### config.mk
export PLATFORM = sky130hd
export DESIGN_NAME = rv_test_monitor
export DESIGN_NICKNAME = d
export VERILOG_FILES = /design/src/rtl/rv_test_pkg.sv /design/src/rtl/rv_shadow_regfile.sv /design/src/rtl/rv_test_monitor.sv
export SDC_FILE = /design/constraint.sdc
export NUM_CORES = 2
export LEC_CHECK = 0
export ABC_CLOCK_PERIOD_IN_PS = 5300
export BUFFER_PORTS_ARGS = -buffer_cell sky130_fd_sc_hd__buf_2
export CAP_MARGIN = 20
export CORE_ASPECT_RATIO = 0.7
export CORE_UTILIZATION = 55
export DETAILED_ROUTE_END_ITERATION = 6
export PLACE_DENSITY = 0.7
export SETUP_SLACK_MARGIN = 0.1
export SLEW_MARGIN = 20
export SYNTH_ARGS = -nofsm -noshare
export SYNTH_HDL_FRONTEND = slang
export SYNTH_HIERARCHICAL = 1
export SYNTH_SLANG_ARGS = --single-unit
### constraint.sdc
create_clock -name clk -period 5.3 [get_ports clk]
set_input_delay 1.325 -clock clk [delete_from_list [all_inputs] [get_ports clk]]
set_output_delay 1.325 -clock clk [all_outputs]
set_load 0.02 [all_outputs]
### src/rtl/rv_test_pkg.sv
// Shared types and constants for the RV32I self-checking test monitor.
package rv_test_pkg;

    typedef enum logic [2:0] {
        ST_RUN      = 3'd0,
        ST_SETTLE   = 3'd1,
        ST_VERDICT  = 3'd2,
        ST_DUMP     = 3'd3,
        ST_FINISHED = 3'd4
    } mon_state_t;

    localparam int RV32_NREGS = 32;
    localparam int RV32_AW    = $clog2(RV32_NREGS);

    // riscv-tests convention: x26 = done, x27 = pass flag, x3 (gp) = test number
    localparam int DEFAULT_DONE_REG = 26;
    localparam int DEFAULT_PASS_REG = 27;
    localparam int DEFAULT_TNUM_REG = 3;

endpackage

### src/rtl/rv_shadow_regfile.sv
// Shadow copy of the architectural register file, fed from the core's write-back port.
// x0 is never stored and always reads 0; freeze blocks all writes.
module rv_shadow_regfile #(
    parameter int XLEN  = 32,
    parameter int NREGS = 32
) (
    input  logic                     clk,
    input  logic                     rst_n,
    input  logic                     i_we,
    input  logic [$clog2(NREGS)-1:0] i_waddr,
    input  logic [XLEN-1:0]          i_wdata,
    input  logic                     i_freeze,
    input  logic [$clog2(NREGS)-1:0] i_raddr_a,
    output logic [XLEN-1:0]          o_rdata_a,
    input  logic [$clog2(NREGS)-1:0] i_raddr_b,
    output logic [XLEN-1:0]          o_rdata_b
);

    logic [XLEN-1:0] r_mem [NREGS];

    always_ff @(posedge clk or negedge rst_n) begin
        if (!rst_n) begin
            for (int i = 0; i < NREGS; i++) begin
                r_mem[i] <= '0;
            end
        end else if (i_we && !i_freeze && (i_waddr != '0)) begin
            r_mem[i_waddr] <= i_wdata;
        end
    end

    assign o_rdata_a = (i_raddr_a == '0) ? '0 : r_mem[i_raddr_a];
    assign o_rdata_b = (i_raddr_b == '0) ? '0 : r_mem[i_raddr_b];

endmodule

### src/rtl/rv_test_monitor.sv
// Pass/fail monitor for RV32I self-checking programs: mirrors register write-back,
// waits for the done marker, settles, issues a verdict and dumps registers on failure.
module rv_test_monitor
    import rv_test_pkg::*;
#(
    parameter int XLEN           = 32,
    parameter int NREGS          = RV32_NREGS,
    parameter int DONE_REG       = DEFAULT_DONE_REG,
    parameter int PASS_REG       = DEFAULT_PASS_REG,
    parameter int TNUM_REG       = DEFAULT_TNUM_REG,
    parameter int SETTLE_CYCLES  = 10,
    parameter int TIMEOUT_CYCLES = 1000000,
    parameter int CNT_W          = 32
) (
    input  logic                     clk,
    input  logic                     rst,
    input  logic                     wb_we_i,
    input  logic [$clog2(NREGS)-1:0] wb_waddr_i,
    input  logic [XLEN-1:0]          wb_wdata_i,
    input  logic                     retire_i,
    output logic                     verdict_valid_o,
    output logic                     pass_o,
    output logic                     timeout_o,
    output logic [XLEN-1:0]          fail_testnum_o,
    output logic [CNT_W-1:0]         cycle_cnt_o,
    output logic [CNT_W-1:0]         retire_cnt_o,
    output logic                     halt_req_o,
    output logic                     dump_valid_o,
    input  logic                     dump_ready_i,
    output logic [$clog2(NREGS)-1:0] dump_idx_o,
    output logic [XLEN-1:0]          dump_data_o,
    output logic                     dump_last_o,
    output mon_state_t               dbg_state_o
);

    localparam int AW = $clog2(NREGS);
    localparam int SW = (SETTLE_CYCLES > 1) ? $clog2(SETTLE_CYCLES) : 1;

    localparam logic [AW-1:0]    DONE_IDX    = AW'(DONE_REG);
    localparam logic [AW-1:0]    PASS_IDX    = AW'(PASS_REG);
    localparam logic [AW-1:0]    TNUM_IDX    = AW'(TNUM_REG);
    localparam logic [AW-1:0]    LAST_IDX    = AW'(NREGS - 1);
    localparam logic [SW-1:0]    SETTLE_LOAD = SW'(SETTLE_CYCLES - 1);
    localparam logic [CNT_W-1:0] TO_LAST     = CNT_W'(TIMEOUT_CYCLES - 1);
    localparam logic [CNT_W-1:0] CNT_MAX     = '1;
    localparam bit               WDOG_EN     = (TIMEOUT_CYCLES != 0);

    mon_state_t       r_state;
    mon_state_t       w_state_nxt;
    logic [SW-1:0]    r_settle;
    logic [CNT_W-1:0] r_cycle_cnt;
    logic [CNT_W-1:0] r_retire_cnt;
    logic [AW-1:0]    r_dump_idx;
    logic             r_verdict_valid;
    logic             r_pass;
    logic             r_timeout;
    logic [XLEN-1:0]  r_fail_tnum;

    logic            w_done_wr;
    logic            w_wdog;
    logic            w_counting;
    logic            w_verdict_pass;
    logic            w_dump_hs;
    logic            w_dump_last;
    logic [AW-1:0]   w_rd_b_addr;
    logic [XLEN-1:0] w_rd_a_data;
    logic [XLEN-1:0] w_rd_b_data;

    // Read port B serves the test number during VERDICT and the dump index during DUMP.
    assign w_rd_b_addr = (r_state == ST_DUMP) ? r_dump_idx : TNUM_IDX;

    rv_shadow_regfile #(
        .XLEN  (XLEN),
        .NREGS (NREGS)
    ) u_shadow (
        .clk       (clk),
        .rst_n     (rst),
        .i_we      (wb_we_i),
        .i_waddr   (wb_waddr_i),
        .i_wdata   (wb_wdata_i),
        .i_freeze  (r_verdict_valid),
        .i_raddr_a (PASS_IDX),
        .o_rdata_a (w_rd_a_data),
        .i_raddr_b (w_rd_b_addr),
        .o_rdata_b (w_rd_b_data)
    );

    assign w_done_wr      = wb_we_i && (wb_waddr_i == DONE_IDX) && (wb_wdata_i == XLEN'(1));
    assign w_wdog         = WDOG_EN && (r_cycle_cnt == TO_LAST);
    assign w_counting     = (r_state == ST_RUN) || (r_state == ST_SETTLE);
    assign w_verdict_pass = (w_rd_a_data == XLEN'(1)) && !r_timeout;
    assign w_dump_last    = (r_dump_idx == LAST_IDX);
    // Dump handshake: a beat transfers on a rising clk edge where dump_valid_o && dump_ready_i;
    // while valid is high and ready is low, idx/data/last stay unchanged (shadow is frozen).
    assign w_dump_hs      = (r_state == ST_DUMP) && dump_ready_i;

    always_ff @(posedge clk or negedge rst) begin
        if (!rst) begin
            r_state <= ST_RUN;
        end else begin
            r_state <= w_state_nxt;
        end
    end

    always_comb begin
        w_state_nxt = r_state;
        unique case (r_state)
            ST_RUN: begin
                if (w_done_wr) begin
                    w_state_nxt = ST_SETTLE;
                end else if (w_wdog) begin
                    w_state_nxt = ST_VERDICT;
                end
            end
            ST_SETTLE: begin
                if (r_settle == '0) begin
                    w_state_nxt = ST_VERDICT;
                end
            end
            ST_VERDICT:  w_state_nxt = w_verdict_pass ? ST_FINISHED : ST_DUMP;
            ST_DUMP: begin
                if (w_dump_hs && w_dump_last) begin
                    w_state_nxt = ST_FINISHED;
                end
            end
            ST_FINISHED: w_state_nxt = ST_FINISHED;
            default:     w_state_nxt = ST_RUN;
        endcase
    end

    always_ff @(posedge clk or negedge rst) begin
        if (!rst) begin
            r_settle        <= '0;
            r_cycle_cnt     <= '0;
            r_retire_cnt    <= '0;
            r_dump_idx      <= '0;
            r_verdict_valid <= 1'b0;
            r_pass          <= 1'b0;
            r_timeout       <= 1'b0;
            r_fail_tnum     <= '0;
        end else begin
            if (w_counting && (r_cycle_cnt != CNT_MAX)) begin
                r_cycle_cnt <= r_cycle_cnt + 1'b1;
            end
            if (w_counting && retire_i && (r_retire_cnt != CNT_MAX)) begin
                r_retire_cnt <= r_retire_cnt + 1'b1;
            end
            if ((r_state == ST_RUN) && w_done_wr) begin
                r_settle <= SETTLE_LOAD;
            end else if ((r_state == ST_SETTLE) && (r_settle != '0)) begin
                r_settle <= r_settle - 1'b1;
            end
            // A done write in the same cycle takes priority over the watchdog.
            if ((r_state == ST_RUN) && !w_done_wr && w_wdog) begin
                r_timeout <= 1'b1;
            end
            if (r_state == ST_VERDICT) begin
                r_verdict_valid <= 1'b1;
                r_pass          <= w_verdict_pass;
                r_fail_tnum     <= w_rd_b_data;
            end
            if (w_dump_hs && !w_dump_last) begin
                r_dump_idx <= r_dump_idx + 1'b1;
            end
        end
    end

    assign verdict_valid_o = r_verdict_valid;
    assign halt_req_o      = r_verdict_valid;
    assign pass_o          = r_pass;
    assign timeout_o       = r_timeout;
    assign fail_testnum_o  = r_fail_tnum;
    assign cycle_cnt_o     = r_cycle_cnt;
    assign retire_cnt_o    = r_retire_cnt;
    assign dump_valid_o    = (r_state == ST_DUMP);
    assign dump_idx_o      = dump_valid_o ? r_dump_idx : '0;
    assign dump_data_o     = dump_valid_o ? w_rd_b_data : '0;
    assign dump_last_o     = dump_valid_o && w_dump_last;
    assign dbg_state_o     = r_state;

endmodule
==> impl_summary.txt <==
----------------------------------------------------
[Hold path]
  Class of the tightest hold or removal check ... reg -> reg

[Setup path]
  Critical-path maximum fanout ... 39
  Slowest stage cell on the critical path ... nor3_2
  CP max stage delay ... 0.51 ns
  Worst setup EP type ... output port
  Required time of the critical path ... 3.97 ns
  Type of the worst setup path ... reg -> out
  Data arrival time of the critical path ... 3.87 ns
  Critical Path, Cell by Cell ... and3b_4 > and2_4 > buf_16 > nor2b_4 > buf_4 > a211oi_1 > nor3_2 > and2_1 > buf_2
  CP Launch Type ... flop

[Final layout]
  Post-layout utilization of the core ... 62.1%
  Layout Nets ... 4,381
  Share of layout cells above drive strength 1 ... 45.9%
  Filler Cells Inserted ... 8,327
  Area Growth Syn to Fin ... 11.8%

[CTS]
  Clk sink count ... 1,135
  TritonCTS clock tree ... done
  Clock input transition at the sequential cells of the worst setup and hold paths ... 0.06 ns
  Maximum level of the CTS H-tree ... 3
  Worst-skew pair later-pin latency ... 0.75 ns
  Root buffer selected by CTS ... clkbuf_16
  Cts bufs inserted ... 113
  Clock tree buffer depth ... 3

[Placement]
  Number of buffers inserted by port buffering ... 183
  Half-perimeter wire length after detailed placement ... 112 mm
  GP Congestion ... 0.850
  Post-Place Worst Slack ... 0.104 ns

[Synth]
  Count of flip-flops with a built-in enable after synthesis ... 0
  Async set-or-reset flop fraction in the synthesized netlist ... 100%
  Most frequent cells after synthesis ... 1,135 x dfrtp_1, 1,037 x mux2_2, 348 x mux4_2
  Cell taking the most area after synthesis ... dfrtp_1
  Cells taking the most area after synthesis ... dfrtp_1 47%, mux2_2 19%, mux4_2 13%
  Area share of the leading cell type in the synthesized netlist ... 47.2%
  Number of distinct library cells after synthesis ... 66
  Post-Synthesis Cell Area ... 0.0602 mm²
  Number of instances in the synthesized netlist ... 4,313
  Average cell area after synthesis ... 14.0 µm²
  Most common cell in the netlist ... dfrtp_1
  Most used DFF post-synth ... dfrtp_1
  Synthesis warning total ... 6
  Register bit total from synthesis ... 1,135
  Share of synthesized area occupied by flip-flops and latches ... 47.2%

[Floorplanning]
  Cell Rows ... 101
  Total core area ... 0.108 mm²
  Die Footprint ... 0.111 mm²
  Die span in x ... 397 µm
  Floorplan die height ... 279 µm
  Initial Utilization ... 55.5%
  Top Ports ... 184

[Power and ir drop]
  Static power due to leakage ... 30.5 nW
  Maximum vdd ir drop ... 0.325 mV
  Power Dens Cells ... 367 mW/mm²

[STA]
  Slew Limit Headroom ... 20.6%
  Finish-stage setup viols ... 0
  Shortest clock period the worst path allows after layout ... 5.20 ns
  Share of the clock period used by the worst path ... 98.0%
  Unrepaired setup endpoints after global routing ... true
  Setup slack after layout ... 0.104 ns
  Final hold vios ... 0
  Slew Viols, Final ... 0
  Max Clk Rate ... 192 MHz
  Maximum clock skew at final layout ... 0.0305 ns
  Pin slew with the least headroom to its limit ... 1.18 ns
  Total negative slack for setup checks ... 0 ns

[Job]
  Max-capacitance violation count ... 0

[Detailed routing]
  Post-detailed-route DRC marker count ... 0
  Aggregate routed wire length ... 201 mm
  Starting DRC count in detailed routing ... 5,109
  Antenna viol nets, final ... 0
  Vias ... 41,870
  Routed wire per std cell ... 34.2 µm
  Drt first pass iters ... 6
  Vias/cell ... 7.13

[Global route]
  Vias in the first global route ... 41,231
  Layer with the highest usage after global routing ... met2
  Antenna violations before repair ... 9
  First-pass GRT wire length ... 296 mm
  Met3 usage in global routing ... 10.7%
  Total grt overflow ... 0
  Met2 Resource Use GR ... 52.7%
  M1 GR Usage ... 52.0%
  Overall routing resource usage ... 36.6%
  Maximum number of pins on one net before global-route repair ... 288

[Outcome]
  Result of the run ... finished, final reports clean

----------------------------------------------------
==> critical path, delay by kind of cell (launching register included) <==
family	cells	cell delay, ns
buf+inv	3	0.83
compound gates	1	0.15
simple gates	5	1.74
flops	1	0.38
==> metal layers <==
metal | share of wire [%] | routed length, µm
met1 | 40 | 80500
met5 | 0.012 | 25
met4 | 4.9 | 9780
met2 | 43 | 87000
met3 | 12 | 23800
==> cells by family (layout without fill, tap and decap cells) <==
family / count (synthesis) / count (layout) / synth area share [%]
xor gates and xnor gates: 64 / 64 / 0.931
AOI/OAI and AO/OA: 430 / 430 / 5.24
and+or+nand+nor: 459 / 460 / 4.48
other: 2 / 22 / 0.0125
muxes: 1744 / 1744 / 38.5
buffers and inverters: 474 / 571 / 3.61
DFF: 1135 / 1135 / 47.2
adders and majority gates: 5 / 5 / 0.104
==> layout by cell type (no fill, tap or decap), types with 34 or more instances in the layout <==
cell       instances
dfrtp_1         1134
mux2_2          1037
mux4_2           348
mux2i_1          328
buf_2            182
buf_4            125
clkbuf_16        119
a22oi_1          104
a211oi_1          73
nor2b_1           59
a22o_1            56
nor4_1            54
a21oi_1           54
xnor2_1           41
and2_1            39
nand2_1           38
nand4_1           37
o21ai_0           35
nand3_1           34
==> worst paths after layout <==
path	to	depth (start not counted)	slack, ns	startpoint
max	dump_data_o[29]	9	0.10	dbg_state_o[2]
min	u_shadow/r_mem[995]	0	0.40	u_shadow/r_mem[995]
max reg2reg	dbg_state_o[2]	8	1.42	u_shadow/r_mem[146]
min reg2reg	u_shadow/r_mem[995]	0	0.40	u_shadow/r_mem[995]
max in group asynchronous	u_shadow/r_mem[70]	2	3.39	rst
min in group asynchronous	u_shadow/r_mem[854]	1	0.63	rst
==> metrics by stage <==
step	cells	cell area, µm²	hold slack, ns	power (mW)
6_report	5873	67300	0.398	24.7
5_1_grt	5870	67300	0.411	25.6
4_1_cts	5850	67000	0.400	24.5
3_5_place_dp	5628	62500	0.385	15.9
3_3_place_gp	5628	62500	0.384	15.7
2_1_floorplan	4326	60300	0.441	14.5
==> layout make-up <==
| cell class | count | area, µm² | share of cell area [%] |
|---|---|---|---|
| inverters | 10 | 37.5 | 0.0558 |
| clock inverters | 34 | 490 | 0.729 |
| well taps | 1442 | 1800 | 2.68 |
| clock buffers | 171 | 3480 | 5.17 |
| repair buffers | 356 | 2920 | 4.33 |
| diodes | 7 | 17.5 | 0.0260 |
| multi-input cells | 2718 | 30200 | 44.8 |
| flip-flops and latches | 1135 | 28400 | 42.2 |
==> flip-flops by register name (all words and copies together) (netlist names) <==
name            count
timeout_o           1
u_shadow/r_mem   1024
fail_testnum_o     32
retire_cnt_o       32
r_dump_idx          5
pass_o              1
cycle_cnt_o        32
halt_req_o          1
dbg_state_o         3
r_settle            4
==> repair_timing <==
action / CTS / global route
cloned: 8 / 1
hold buffers: 0 / 0
hold endpoints to repair: 0 / 0
resized for setup: 54 / 25
setup buffers: 9 / 14
setup endpoints to repair: 32 / 24
pin swaps: 3 / 3
==> power by group <==
| group | switching (mW) | total, mW | internal, mW |
|---|---|---|---|
| Clock | 3.55 | 8.63 | 5.08 |
| Combinational | 1.86 | 4.47 | 2.61 |
| Sequential | 1.32 | 11.6 | 10.3 |
(Power assumes the default switching activity.)
